<file path="config.mk">
export PLATFORM = sky130hd
export DESIGN_NAME = acc_dump_seq_flat
export DESIGN_NICKNAME = d
export VERILOG_FILES = /design/src/rtl/perceptron_pkg.sv /design/src/rtl/acc_dump_seq_if.sv /design/src/rtl/dump_timer.sv /design/src/rtl/acc_dump_seq.sv /design/src/flat_wrapper.sv
export SDC_FILE = /design/constraint.sdc
export NUM_CORES = 1
export LEC_CHECK = 0
export CORE_UTILIZATION = 55
export CTS_CLUSTER_DIAMETER = 60
export DETAILED_ROUTE_END_ITERATION = 16
export DONT_BUFFER_PORTS = 1
export PLACE_DENSITY = 0.77
export SETUP_SLACK_MARGIN = 0.2
export SYNTH_ARGS = -nofsm -noshare
export SYNTH_HDL_FRONTEND = slang
export SYNTH_SLANG_ARGS = --single-unit
</file>
<file path="constraint.sdc">
create_clock -name clk -period 1.7 [get_ports clk]
set_input_delay 0 -clock clk [delete_from_list [all_inputs] [get_ports clk]]
set_output_delay 0 -clock clk [all_outputs]
set_load 0.01 [all_outputs]
</file>
<file path="src/rtl/perceptron_pkg.sv">
// Shared types and constants for the accumulator dump sequencer.
// Holds the dump FSM state enum, the optional header byte and default sizing.
package perceptron_pkg;

  typedef enum logic [2:0] {
    IDLE,
    SETUP,
    SEND,
    WAIT_HI,
    WAIT_LO,
    DONE
  } dump_state_t;

  localparam logic [7:0] HDR_BYTE    = 8'hA5;
  localparam int         NBYTES_DEF  = 16;
  localparam int         BUSY_TO_DEF = 15;

endpackage

</file>
<file path="src/rtl/acc_dump_seq_if.sv">
// Bundle between the dump sequencer, the ctrl block, the accumulator mux and the uart.
// master = surrounding system, slave = the sequencer.
interface acc_dump_seq_if;
  logic       start;
  logic       busy_tx;
  logic [7:0] mux_data;
  logic [3:0] sel;
  logic [7:0] data_tx;
  logic       transmit;
  logic       hold;
  logic       done;
  logic       err;

  modport master (
    output start, busy_tx, mux_data,
    input  sel, data_tx, transmit, hold, done, err
  );

  modport slave (
    input  start, busy_tx, mux_data,
    output sel, data_tx, transmit, hold, done, err
  );
endinterface

</file>
<file path="src/rtl/dump_timer.sv">
// Busy-rise watchdog: loaded with BUSY_TO while a byte is sent, counts down while
// waiting for busy_tx to rise, and flags expiry on the last waiting cycle.
module dump_timer
  import perceptron_pkg::*;
#(
  parameter int BUSY_TO = BUSY_TO_DEF
) (
  input  logic clk,
  input  logic nRst,
  input  logic load,
  input  logic run,
  output logic expire
);

  localparam int W = $clog2(BUSY_TO + 1);

  logic [W-1:0] count;

  // NOTE: sequential state uses non-blocking assignments so every register sees pre-edge values.
  always_ff @(posedge clk or negedge nRst) begin
    if (!nRst) begin
      count <= '0;
    end else if (load) begin
      count <= W'(BUSY_TO);
    end else if (run && count != '0) begin
      count <= count - W'(1);
    end
  end

  assign expire = run && (count == W'(1));

endmodule

</file>
<file path="src/rtl/acc_dump_seq.sv">
// Streams NBYTES accumulator bytes to a uart, one transmit strobe per byte,
// holding the accumulator while dumping. `DUMP_HEADER_EN prepends header byte 8'hA5.
module acc_dump_seq
  import perceptron_pkg::*;
#(
  parameter int NBYTES    = NBYTES_DEF,
  parameter int MSB_FIRST = 0,
  parameter int BUSY_TO   = BUSY_TO_DEF
) (
  input logic           clk,
  input logic           nRst,
  acc_dump_seq_if.slave bus
);

  localparam logic [3:0] FIRST = (MSB_FIRST != 0) ? 4'(NBYTES - 1) : 4'd0;
  localparam logic [3:0] LAST  = (MSB_FIRST != 0) ? 4'd0 : 4'(NBYTES - 1);

  dump_state_t state;
  logic [3:0]  sel_q;
  logic [7:0]  data_q;
  logic        transmit_q, hold_q, done_q, err_q;
  logic [7:0]  tx_byte;
  logic        timer_load, timer_run, expire, advance;

`ifdef DUMP_HEADER_EN
  logic hdr_pend;
  assign tx_byte = hdr_pend ? HDR_BYTE : bus.mux_data;
`else
  assign tx_byte = bus.mux_data;
`endif

  assign timer_load = (state == SEND);
  assign timer_run  = (state == WAIT_HI);

  dump_timer #(.BUSY_TO(BUSY_TO)) u_timer (
    .clk    (clk),
    .nRst   (nRst),
    .load   (timer_load),
    .run    (timer_run),
    .expire (expire)
  );

  // A timed-out byte is treated as sent, so both exits share the advance step.
  assign advance = ((state == WAIT_LO) && !bus.busy_tx) ||
                   ((state == WAIT_HI) && !bus.busy_tx && expire);

  always_ff @(posedge clk or negedge nRst) begin
    if (!nRst) begin
      state      <= IDLE;
      sel_q      <= '0;
      data_q     <= '0;
      transmit_q <= 1'b0;
      hold_q     <= 1'b0;
      done_q     <= 1'b0;
      err_q      <= 1'b0;
`ifdef DUMP_HEADER_EN
      hdr_pend   <= 1'b0;
`endif
    end else begin
      transmit_q <= 1'b0;
      done_q     <= 1'b0;
      unique case (state)
        IDLE: begin
          if (bus.start && !bus.busy_tx) begin
            state  <= SETUP;
            sel_q  <= FIRST;
            err_q  <= 1'b0;
            hold_q <= 1'b1;
`ifdef DUMP_HEADER_EN
            hdr_pend <= 1'b1;
`endif
          end
        end
        SETUP: begin
          // mux_data has had a full cycle to settle on sel_q; capture it with the strobe.
          if (!bus.busy_tx) begin
            state      <= SEND;
            transmit_q <= 1'b1;
            data_q     <= tx_byte;
          end
        end
        SEND:    state <= WAIT_HI;
        WAIT_HI: begin
          if (bus.busy_tx) state <= WAIT_LO;
          else if (expire) err_q <= 1'b1;
        end
        WAIT_LO: ;
        DONE: begin
          state  <= IDLE;
          hold_q <= 1'b0;
        end
        default: state <= IDLE;
      endcase

      if (advance) begin
`ifdef DUMP_HEADER_EN
        if (hdr_pend) begin
          hdr_pend <= 1'b0;
          state    <= SETUP;
        end else
`endif
        if (sel_q == LAST) begin
          state  <= DONE;
          done_q <= 1'b1;
        end else begin
          state <= SETUP;
          sel_q <= (MSB_FIRST != 0) ? sel_q - 4'd1 : sel_q + 4'd1;
        end
      end
    end
  end

  assign bus.sel      = sel_q;
  assign bus.data_tx  = data_q;
  assign bus.transmit = transmit_q;
  assign bus.hold     = hold_q;
  assign bus.done     = done_q;
  assign bus.err      = err_q;

endmodule

</file>
<file path="src/flat_wrapper.sv">
// flat-port wrapper written by rule: the top's interface ports become plain ports
module acc_dump_seq_flat import perceptron_pkg::*;
#(
  parameter int NBYTES    = NBYTES_DEF,
  parameter int MSB_FIRST = 0,
  parameter int BUSY_TO   = BUSY_TO_DEF
)
  (clk, nRst, bus_start, bus_busy_tx, bus_mux_data, bus_sel, bus_data_tx, bus_transmit, bus_hold, bus_done, bus_err);
  acc_dump_seq_if bus_i ();
  input logic clk;
  input logic nRst;
  input wire logic [$bits(bus_i.start)-1:0] bus_start;
  input wire logic [$bits(bus_i.busy_tx)-1:0] bus_busy_tx;
  input wire logic [$bits(bus_i.mux_data)-1:0] bus_mux_data;
  output wire logic [$bits(bus_i.sel)-1:0] bus_sel;
  output wire logic [$bits(bus_i.data_tx)-1:0] bus_data_tx;
  output wire logic [$bits(bus_i.transmit)-1:0] bus_transmit;
  output wire logic [$bits(bus_i.hold)-1:0] bus_hold;
  output wire logic [$bits(bus_i.done)-1:0] bus_done;
  output wire logic [$bits(bus_i.err)-1:0] bus_err;
  assign bus_i.start = bus_start;
  assign bus_i.busy_tx = bus_busy_tx;
  assign bus_i.mux_data = bus_mux_data;
  assign bus_sel = bus_i.sel;
  assign bus_data_tx = bus_i.data_tx;
  assign bus_transmit = bus_i.transmit;
  assign bus_hold = bus_i.hold;
  assign bus_done = bus_i.done;
  assign bus_err = bus_i.err;
  acc_dump_seq #(.NBYTES(NBYTES), .MSB_FIRST(MSB_FIRST), .BUSY_TO(BUSY_TO)) u_core (.clk(clk), .nRst(nRst), .bus(bus_i));
endmodule
</file>
==> Word level (Yosys, flattened, before mapping) <==
Cells that the tools add are included.
{ "word_totals": {"output_inout_bits": 16, "reg_bits": 23} }
{ "op_classes": {"reduce_logical": 17, "eq_ne": 14, "bitwise_logic": 1, "addsub": 2, "muxes": 22} }
{ "op_table": {"columns": ["op", "n"], "rows": [
  ["two-way mux 4 bit", 6],
  ["two-way mux 3 bit", 5],
  ["one-hot mux 3 bit (5 select lines)", 1],
  ["two-way mux 1 bit", 8],
  ["AND reduction 4 bit", 2],
  ["== test 3 x 2 -> 1 bit (second input constant)", 2],
  ["== test 3 bit (second input constant)", 2],
  ["logical AND 1 bit", 6],
  ["inequality test 2 x 1 -> 1 bit (second input constant)", 3],
  ["inequality test 3 x 2 -> 1 bit (second input constant)", 2],
  ["nonzero test 2 bit", 3],
  ["adder 4 x 1 -> 4 bit (second input constant)", 1],
  ["== test 4 x 1 -> 1 bit (second input constant)", 1],
  ["== test 4 bit (second input constant)", 1],
  ["one-hot mux 1 bit (2 select lines)", 2],
  ["AND reduction 2 bit", 2],
  ["nonzero test 4 bit", 1],
  ["subtractor 4 x 1 -> 4 bit (second input constant)", 1],
  ["== test 3 x 1 -> 1 bit (second input constant)", 1],
  ["logical NOT 3 bit", 1],
  ["inequality test 3 x 1 -> 1 bit (second input constant)", 1],
  ["inequality test 2 bit (second input constant)", 1],
  ["logical NOT 1 bit", 1],
  ["logical OR 1 bit", 1],
  ["inverter 1 bit", 1]
]} }

==> Logic depth before layout (Yosys ltp) <==
Gate-level depths: netlist of the first run.
{ "logic_depth": {"ltp_word": 6, "depth_mapped": 6, "depth_no_buf": 6} }

==> Modules after synthesis <==
Synthesis of the first run repeated with hierarchy kept, for this count alone.
{ "hier_totals": {"hier_cells": 102, "area_unflattened_um2": 1156.1} }
{ "by_module_without_submodules": {"columns": ["module", "area_each_um2", "instances", "cells_each"], "rows": [
  ["acc_dump_seq", 914.6, 1, 80],
  ["dump_timer", 241.5, 1, 22]
]} }

==> Worst setup path before layout of the first run <==
OpenSTA, ideal clock, no wires.
{ "synth_path": {"kind": "register to register", "from": "register u_core.u_timer.count[1]", "to": "register u_core.sel_q[3] (netlist: u_core.bus.sel[3])", "setup_time_ns": 0.133, "t_arrival_ns": 1.303, "path_buffers": 0, "path_stages_with_launch": 7, "slack_ns": 0.263, "cell_sequence": "dfrtp_1 inv_1 ha_1 and4bb_4 a31oi_4 o311ai_2 o31ai_1"} }
{ "synth_via": {"elab_chain_len": 5} }
{ "synth_lines": {"columns": ["item", "line_no", "text"], "rows": [
  ["start: declaration", "dump_timer.sv:17", "logic [W-1:0] count;"],
  ["start signal: assignment", "dump_timer.sv:24", "count <= W'(BUSY_TO);"],
  ["start signal: assignment", "dump_timer.sv:26", "count <= count - W'(1);"],
  ["== test 4 x 1 -> 1 bit", "dump_timer.sv:30", "assign expire = run && (count == W'(1));"],
  ["logical AND 1 bit", "dump_timer.sv:30", null],
  ["logical AND 1 bit", "acc_dump_seq.sv:45", "((state == WAIT_HI) && !bus.busy_tx && expire);"],
  ["logical OR 1 bit", "acc_dump_seq.sv:44", "assign advance = ((state == WAIT_LO) && !bus.busy_tx) ||"],
  ["two-way mux 4 bit", "acc_dump_seq.sv:95", "if (advance) begin"],
  ["end signal: assignment", "acc_dump_seq.sv:107", "sel_q <= (MSB_FIRST != 0) ? sel_q - 4'd1 : sel_q + 4'd1;"],
  ["end: declaration", "acc_dump_seq.sv:19", "logic [3:0] sel_q;"]
]} }
No other way between the ends.
A chain may end at the register's enable or synchronous reset.

==> Worst setup path after layout of the first run <==
{ "layout_path": {"from": "register u_core.state[2]", "to": "register u_core.sel_q[0] (netlist: u_core.bus.sel[0])"} }
{ "layout_via": {"elab_chain_len": 5} }
{ "layout_lines": {"columns": ["item", "line_no", "text"], "rows": [
  ["start: declaration", "acc_dump_seq.sv:18", "dump_state_t state;"],
  ["start signal: assignment", "acc_dump_seq.sv:49", "state <= IDLE;"],
  ["start signal: assignment", "acc_dump_seq.sv:65", "state <= SETUP;"],
  ["start signal: assignment", "acc_dump_seq.sv:77", "state <= SEND;"],
  ["== test 3 x 2 -> 1 bit", "acc_dump_seq.sv:33, acc_dump_seq.sv:45", null],
  ["logical AND 1 bit, on equally long branches", "acc_dump_seq.sv:45, dump_timer.sv:30", null],
  ["logical AND 1 bit", "acc_dump_seq.sv:45", null],
  ["logical OR 1 bit", "acc_dump_seq.sv:44", null],
  ["two-way mux 4 bit (*)", "acc_dump_seq.sv:95", null]
]} }
Mark *: on every way between the ends. The rest lies on a longest branch, timed or not.

==> results of run 1 <==
-- cell type report --
type                    instances  share of cell area [%]
flip-flops and latches         23                   39.95
multi-input cells              70                   39.26
repair buffers                 25                   15.01
well taps                      27                   2.330
clock buffers                   3                   1.553
inverters                       6                   1.553
clock inverters                 1                  0.3451
-- through the flow --
| step | util [%] | hold WS [ps] | cells |
|---|---|---|---|
| 6_report | 73.17 | 102.8 | 155 |
| 5_1_grt | 73.17 | 109.1 | 155 |
| 4_1_cts | 69.70 | 5.803 | 149 |
| 3_5_place_dp | 59.85 | -295.2 | 128 |
| 3_3_place_gp | 59.85 | -295.1 | 128 |
| 2_1_floorplan | - | -295.6 | 103 |
-- timing repair --
item                       CTS  global route
setup endpoints to repair   11             7
hold buffers                11             1
setup buffers                6             5
hold endpoints to repair    35             1
pin swaps                    2             1
gates resized for setup      4             7
-- worst register-to-register path, delay by kind of cell (launching register included) --
kind | cells | cell delay [ps]
AOI/OAI and AO/OA | 1 | 250
muxes | 1 | 180
DFF | 1 | 540
and+or+nand+nor | 2 | 450
-- logic make-up (layout without fill, tap and decap cells) --
group / after synthesis / in the layout / share of synthesized area [%]
fa+ha+maj: 3 / 3 / 3.212
buf+inv: 10 / 35 / 4.603
simple gates: 32 / 32 / 16.27
mux: 11 / 11 / 10.28
flops: 23 / 23 / 49.25
compound gates: 22 / 22 / 14.88
xor+xnor: 2 / 2 / 1.499
-- synth_stat cells (all sizes together) (2+ instances only) --
master / number / share of area (%)
nor2: 4 / 1.3
mux2i: 3 / 2.6
o31ai: 2 / 1.3
nand2: 10 / 3.2
nand2b: 3 / 2.2
mux2: 8 / 7.7
ha: 3 / 3.2
dfrtp: 23 / 49
nor2b: 4 / 2.1
o21ai: 6 / 2.6
xnor2: 2 / 1.5
inv: 6 / 1.9
nand3: 4 / 1.7
a21oi: 3 / 1.3
buf: 4 / 2.7
-- power by group --
group          internal, mW  total (mW)  switching [mW]
logic                 0.507       0.948           0.442
clock network        0.0879       0.248           0.160
registers             0.769        1.03           0.265
total                  1.36        2.23           0.867
-- final timing paths --
| kind | startpoint | endpoint | slack [ps] |
|---|---|---|---|
| hold / removal | bus_start | u_core.state[0] | 100 |
| hold reg to reg | u_core.bus.sel[0] | u_core.bus.sel[0] | 550 |
| max in group asynchronous | nRst | u_core.state[1] | 710 |
| setup / recovery | u_core.state[2] | u_core.bus.sel[0] | 200 |
| min in group asynchronous | nRst | u_core.bus.hold | 300 |
| setup reg to reg | u_core.state[2] | u_core.bus.sel[0] | 200 |
-- state kept, by name (all words and copies together) (netlist names) --
signal and flops:
u_core.bus.done 1, u_core.bus.err 1, u_core.u_timer.count 4, u_core.state 3, u_core.bus.hold 1, u_core.bus.sel 4
u_core.bus.data_tx 8, u_core.bus.transmit 1
-- per-layer routing --
layer  GRT usage, %  share of wire (%)  vias to the layer above
li1               -                  -                      420
met1          23.13                 43                      444
met2          40.00                 50                       34
met3          3.333                4.9                        6
met4          10.56                1.7                        0
met5              0                  0                        -
==> results_dict.tcl, run 1 <==
set metrics [dict create \
    async_reset_ff_share_pct 100.0 \
    cts_tree "done" \
    area_growth_pct 24.09 \
    avgSynthCellArea_um2 11.35 \
    ir_drop_mv 0.8981 \
    timing.setup.tns_ps 0 \
    dr.pass1.iters 4 \
    syn_nets 118 \
    worstSetupStartpointType "flip-flop" \
    grt_overflow 0 \
    ys_warn_count 0 \
    nFillCells 128 \
    drv_cap 0 \
    synth_edf_count 0 \
    dieWidth_um 48.10 \
    required_ps 1940 \
    grt_use_total_pct 21.35 \
    tightestPinTransition_ps 1026 \
    cp.depth 4 \
    antenna_found_initial 0 \
    io_pins 28 \
    fin_skew_ps 1.233 \
    ant_nets 0 \
    cts.sinks 23 \
    dp_hpwl_um 1432 \
    die_h_um 48.10 \
    place_worst_setup_slack_ps 141.9 \
    regArea_um2 579.3 \
    crit_type "reg -> reg" \
    multi_input_area_um2 569.3 \
    ys_seq_elements 23 \
    finalWirelength_um 2268 \
    numCtsBuffers 3 \
    hold_depth 4 \
    grt_max_degree 24 \
    setup_viol 0 \
    power_mw 2.231 \
    io_buffers 0 \
    drc 0 \
    antenna_cells 0 \
    crit_fanout 10 \
    ys_types 37 \
    ys_seq_area_share_pct 49.25 \
    placed_area_um2 1186 \
    rsz0062_at_grt "true" \
    slew_headroom_pct 31.40 \
    grt_pass1_wl_um 3374 \
    avgViaCountPerCell 5.832 \
    wl_per_cell_um 14.63 \
    drtIter0Drc 14 \
    max_freq_mhz 664.8 \
    endpoint_kind "flip-flop" \
    nets 144 \
    fin_crit_sh_pct 88.48 \
    path_cells "and2b_4 -> a31oi_4 -> nand2b_4 -> mux2i_1" \
    r2r_cells 4 \
    layout-drive-gt1-share_pct 27.34 \
    final_design_area_no_fill_um2 1450 \
    slowest_delay_ps 540 \
    die-area_um2 2313 \
    leakagePower_nw 0.6344 \
    synthCells 103 \
    status "complete, no violations" \
    cts_buffer_depth 2 \
    synth_flop_cell "dfrtp_1" \
    cpLargestDelayFamily "flip-flops" \
    cp.arrival_ps 1740 \
    p_per_area_nw_per_um2 1538 \
    crit_slowest_cell "dfrtp_1" \
    root_buffer "clkbuf_4" \
    most-common-layout-cells "20 x dfrtp_1, 13 x buf_4, 12 x dlygate4sd3_1" \
    min_period_ps 1504 \
    vias 904 \
    core_um2 1982 \
    fin_ws_ps 195.8 \
    crit_buf_inv 0 \
    start_util_pct 58.96 \
    grt_pass1_vias 843 \
    cts.clk_slew.worst_paths_ps 120 \
    netlist_area_um2 1169 \
    insertion_delay_ps 310 \
    hold_path_class "in -> reg" \
    layout_commonest_cell "dfrtp_1" \
    drv_slew 0 \
    place_congestion 0.7482 \
    num_rows 16 \
    htreeDepth 1 \
    hold_viol_final 0 \
]
(Power assumes the default switching activity.)
==> run 2, diff against run 1 <==
- HOLD_SLACK_MARGIN: default -> 0.02
- RECOVER_POWER: default -> 50
==> run 2 against run 1 <==
Worst hold slack better by 2.8 ps. Worst setup slack got worse by 2.3 ps. Combinational power hardly changed. Critical path depth increased by 1. Flip-flop and latch count unchanged.
==> results_dict.tcl, run 2 (synthesis gave the netlist of run 1 again) <==
set metrics [dict create \
    reg2reg_to "u_core.bus.sel[0]" \
    grt_pass1_wl_um 3360 \
    grt_max_degree 24 \
    final_design_area_no_fill_um2 1448 \
    die_h_um 48.10 \
    required_ps 1940 \
    status "complete, no violations" \
    antenna_cells 0 \
    fin_skew_ps 1.469 \
    insertion_delay_ps 310 \
    die-area_um2 2313 \
    largest_reg_flops 8 \
    start_util_pct 58.96 \
    dp_hpwl_um 1432 \
    htreeDepth 1 \
    worstSetupStartpointType "flip-flop" \
    wl_per_cell_um 14.39 \
    drv_cap 0 \
    crit_fanout 5 \
    dr.pass1.iters 4 \
    reg2reg_slack_ps 190 \
    drtIter0Drc 19 \
    place_congestion 0.7482 \
    ant_nets 0 \
    reg2reg_from "u_core.u_timer.count[0]" \
    hold_path_class "in -> reg" \
    vias 890 \
    critPathCapture "u_core.bus.sel[0]" \
    cts.clk_slew.worst_paths_ps 120 \
    p_per_area_nw_per_um2 1541 \
    rsz0062_at_grt "true" \
    leakagePower_nw 0.6349 \
    startpoint "u_core.u_timer.count[0]" \
    cp.arrival_ps 1750 \
    avgViaCountPerCell 5.779 \
    dieWidth_um 48.10 \
    finalHoldWorstSlack_ps 105.6 \
    place_worst_setup_slack_ps 141.9 \
    io_buffers 0 \
    drv_slew 0 \
    crit_type "reg -> reg" \
    root_buffer "clkbuf_4" \
    setup_viol 0 \
    cts_buffer_depth 2 \
    antenna_found_initial 0 \
    drc 0 \
    max_freq_mhz 663.8 \
    hold_viol_final 0 \
    cts_tree "done" \
    min_period_ps 1507 \
    tightestPinTransition_ps 1032 \
    numCtsBuffers 3 \
    grt_overflow 0 \
    core_um2 1982 \
    io_pins 28 \
    layout_commonest_cell "dfrtp_1" \
    ir_drop_mv 0.8866 \
    fin_crit_sh_pct 88.62 \
    fin_ws_ps 193.5 \
    grt_pass1_vias 841 \
    grt_use_total_pct 21.20 \
    placed_area_um2 1186 \
    area_growth_pct 23.88 \
    slew_headroom_pct 30.99 \
    layout-drive-gt1-share_pct 25.98 \
    nets 143 \
    endpoint_kind "flip-flop" \
    num_rows 16 \
    timing.setup.tns_ps 0 \
    cts.sinks 23 \
    finalWirelength_um 2216 \
    r2r_cells 5 \
    most-common-layout-cells "22 x dfrtp_1, 13 x buf_4, 11 x dlygate4sd3_1" \
]
[run 2: cell count changes in the layout (fill, tap and decap cells not counted), sizes merged]
cell         change
dlygate4sd3      -1
[run 2: per-layer routing]
layer,global-route usage (%),part of all wire (%),vias up
li1,-,-,418
met1,22.90,43,439
met2,40.00,51,29
met3,2.963,3.9,4
met4,10.56,1.5,0
met5,0,0,-
[run 2: final cells by class]
class,instances,area [um^2]
multi-input cells,70,579.3
flip-flops and latches,23,576.8
fillers,127,534.3
repair buffers,24,207.7
well taps,27,33.78
clock buffers,3,22.52
inverters,6,22.52
clock inverters,1,5.005
[run 2: metrics by stage]
step | total power, mW | utilization, % | std cells
3_3_place_gp | 1.712 | 59.85 | 128
2_1_floorplan | 1.629 | - | 103
5_1_grt | 2.407 | 73.04 | 154
6_report | 2.231 | 73.04 | 154
3_5_place_dp | 1.759 | 59.85 | 128
4_1_cts | 2.134 | 69.70 | 149
[run 2: how the worst min path moves through the flow]
stage,startpoint,endpoint,slack [ps],depth (start not counted)
final,bus_start,u_core.state[0],110,4
after detailed placement,nRst,u_core.bus.data_tx[5],-300,0
after floorplan,nRst,u_core.bus.data_tx[0],-300,0
after global routing,bus_start,u_core.state[0],110,4
after global placement,nRst,u_core.bus.done,-300,0
after CTS,bus_start,u_core.state[0],90,4
[run 2: power breakdown]
group | switching [mW] | internal, mW
registers | 0.267 | 0.766
logic | 0.442 | 0.509
clock network | 0.159 | 0.0878
total | 0.869 | 1.36
[run 2: timing repair]
item | in CTS | in global routing
endpoints found under the hold margin | 36 | 0
gates resized for setup | 4 | 8
endpoints found under the setup margin | 11 | 7
cloned | 0 | 0
pin swaps | 2 | 1
hold buffers | 11 | 0
buffers inserted | 6 | 5
[run 2: critical path, cell delays in order, from the launching register on]
cell and delay (ps):
dfrtp_1 460, ha_4 180, and4bb_4 200, a31oi_4 230
nand2b_4 180, mux2i_1 180
==> run 3, diff against run 2 <==
- ABC_AREA: default -> 1
==> run 3 against run 2 <==
Non-clock buffer count is 13 lower. Power is 7.2% lower. Register-to-register slack better by 90 ps. Routed wire length is 10% higher. Critical endpoint is now u_core.bus.sel[3]. Critical path type unchanged. Maximum frequency is 6.4% higher. Worst setup slack better by 91 ps. Worst hold slack worse by 80 ps. Via count is 14% higher. Clock skew is 11 ps higher. Sequential share of layout area is 2.4 points higher.
==> results_dict.tcl, run 3 <==
set metrics [dict create \
    status "complete, no violations" \
    antenna_found_initial 0 \
    reg2reg_from "u_core.bus.sel[0]" \
    grt_max_degree 24 \
    rsz0062_at_grt "false" \
    yosys.area.top_type "dfrtp_1" \
    cts_tree "done" \
    layout_commonest_cell "nand2_1" \
    drv_slew 0 \
    ant_nets 0 \
    avgSynthCellArea_um2 7.805 \
    endpoint_kind "flip-flop" \
    synth_top_area_share_pct 48.83 \
    post-route-util_pct 68.69 \
    start_util_pct 59.47 \
    synth_flop_cell "dfrtp_1" \
    ir_drop_mv 1.118 \
    drtIter0Drc 19 \
    dieWidth_um 48.29 \
    core_um2 1982 \
    startpoint "u_core.bus.sel[0]" \
    synth_top_family_by_area "simple AND/OR/NAND/NOR gates" \
    grt_pass1_vias 966 \
    grt_pass1_wl_um 3877 \
    synthAdderAreaFrac_pct 3.185 \
    max_freq_mhz 706.4 \
    synth.most_common_cell "nand2_1" \
    async_reset_ff_share_pct 100.0 \
    root_buffer "clkbuf_4" \
    hold_viol_final 0 \
    ys_types 21 \
    reg2reg_slack_ps 280 \
    synthSimpleGateAreaFrac_pct 30.89 \
    wl_per_cell_um 12.81 \
    synth_mux_area_share_pct 0 \
    min-delay-start "bus_start" \
    tightestPinTransition_ps 1029 \
    htreeDepth 1 \
    insertion_delay_ps 310 \
    synthCells 151 \
    ys_seq_area_share_pct 48.83 \
    min_period_ps 1416 \
    avgViaCountPerCell 5.325 \
    most-common-layout-cells "46 x nand2_1, 23 x dfrtp_1, 21 x inv_1" \
    finalWirelength_um 2446 \
    p_per_area_nw_per_um2 1521 \
    ys_top_cells_by_count "46 x nand2_1, 23 x dfrtp_1, 21 x inv_1, 14 x nand3_1, 13 x o21ai_0" \
    drv_cap 0 \
    syn_nets 166 \
    crit_type "reg -> reg" \
    largest_reg_flops 8 \
    required_ps 1910 \
    die-area_um2 2332 \
    io_buffers 0 \
    synth_xor_area_share_pct 0.7431 \
    path_cells "ha_1 -> nand2_1 -> nor2_2 -> inv_1 -> o21ai_0 -> nand2_1 -> nand2_1 -> nand2_1" \
    synth_edf_count 0 \
    synth_compound_area_share_pct 8.599 \
    place_congestion 0.7269 \
    finalHoldWorstSlack_ps 25.57 \
    fin_skew_ps 12.03 \
    antenna_cells 0 \
    die_h_um 48.29 \
    ys_top_cells_by_area "dfrtp_1 49%, nand2_1 15%, inv_1 6.7%, nand3_1 5.9%, o21ai_0 5.5%" \
    vias 1017 \
    final_design_area_no_fill_um2 1361 \
    hold_path_class "in -> reg" \
    nets 180 \
    io_pins 28 \
    grt_overflow 0 \
    crit_top_cell "nand2_1" \
    cts.sinks 23 \
    drc 0 \
    netlist_area_um2 1179 \
    fin_crit_sh_pct 83.27 \
    dpl.cell_count 177 \
    place_worst_setup_slack_ps 263.7 \
    cts_buffer_depth 2 \
    cp.arrival_ps 1630 \
    ys_warn_count 0 \
    instances_no_fill 191 \
    layout-drive-gt1-share_pct 11.59 \
    power_mw 2.070 \
    setup_viol 0 \
    fin_ws_ps 284.4 \
    placed_area_um2 1211 \
    cts.clk_slew.worst_paths_ps 130 \
    crit_slowest_cell "dfrtp_1" \
    area_growth_pct 15.50 \
    dr.pass1.iters 4 \
    dp_hpwl_um 1733 \
    crit_fanout 5 \
    worstSetupStartpointType "flip-flop" \
    slew_headroom_pct 31.18 \
    timing.setup.tns_ps 0 \
    slowest_delay_ps 470 \
    leakagePower_nw 0.7189 \
    numCtsBuffers 3 \
    ys_seq_elements 23 \
    num_rows 16 \
    grt_use_total_pct 24.50 \
]
==> run 3: cell types whose count changed after synthesis, sizes merged, moves of 4 or more <==
cell	previous run	this run
nand3	4	16
nand2	10	49
buf	4	0
inv	6	22
nor2b	4	0
o21ai	6	16
mux2	8	0
nor2	4	15
==> run 3: layer usage <==
| layer | up-vias | part of all wire [%] | global-route usage (%) |
|---|---|---|---|
| li1 | 501 | - | - |
| met1 | 470 | 40 | 26.35 |
| met2 | 38 | 52 | 46.40 |
| met3 | 8 | 4.8 | 3.704 |
| met4 | 0 | 2.7 | 11.11 |
| met5 | - | 0 | 0 |
==> run 3: worst max-delay path: cells and delay by family, from the launching register on <==
| family | cells | cell delay [ps] |
|---|---|---|
| DFF | 1 | 470 |
| and+or+nand+nor | 5 | 420 |
| adders and majority gates | 1 | 230 |
| buffers and inverters | 1 | 100 |
| AOI/OAI and AO/OA | 1 | 90 |
==> run 3: power by group <==
group	switching (mW)	total (mW)	leakage [nW]	internal, mW
logic	0.517	0.806	0.417	0.289
clock network	0.165	0.253	0.0177	0.0879
registers	0.253	1.01	0.284	0.759
==> run 3: final timing paths <==
kind | to | cells past startpoint
max in group asynchronous | u_core.u_timer.count[1] | 1
min reg2reg | u_core.u_timer.count[1] | 2
max reg2reg | u_core.bus.sel[3] | 8
min | u_core.state[1] | 4
max | u_core.bus.sel[3] | 8
min in group asynchronous | u_core.bus.sel[1] | 1
==> run 3: timing repair <==
item	4_1_cts	5_1_grt
hold buffers	10	0
setup buffers	0	0
hold endpoints to repair	36	0
endpoints found under the setup margin	0	12
resized for setup	0	7
==> run 3: cells by family (layout without fill, tap and decap cells) <==
family | after synthesis | after routing
buf+inv | 24 | 37
xor+xnor | 1 | 1
flops | 23 | 23
fa+ha+maj | 3 | 3
simple gates | 82 | 82
compound gates | 18 | 18
==> run 3: final cells by class <==
class | instances | area, um^2
clock buffers | 3 | 22.52
fillers | 161 | 620.6
inverters | 22 | 82.58
well taps | 27 | 33.78
repair buffers | 11 | 110.1
multi-input cells | 104 | 531.8
flip-flops and latches | 23 | 575.6
clock inverters | 1 | 5.005
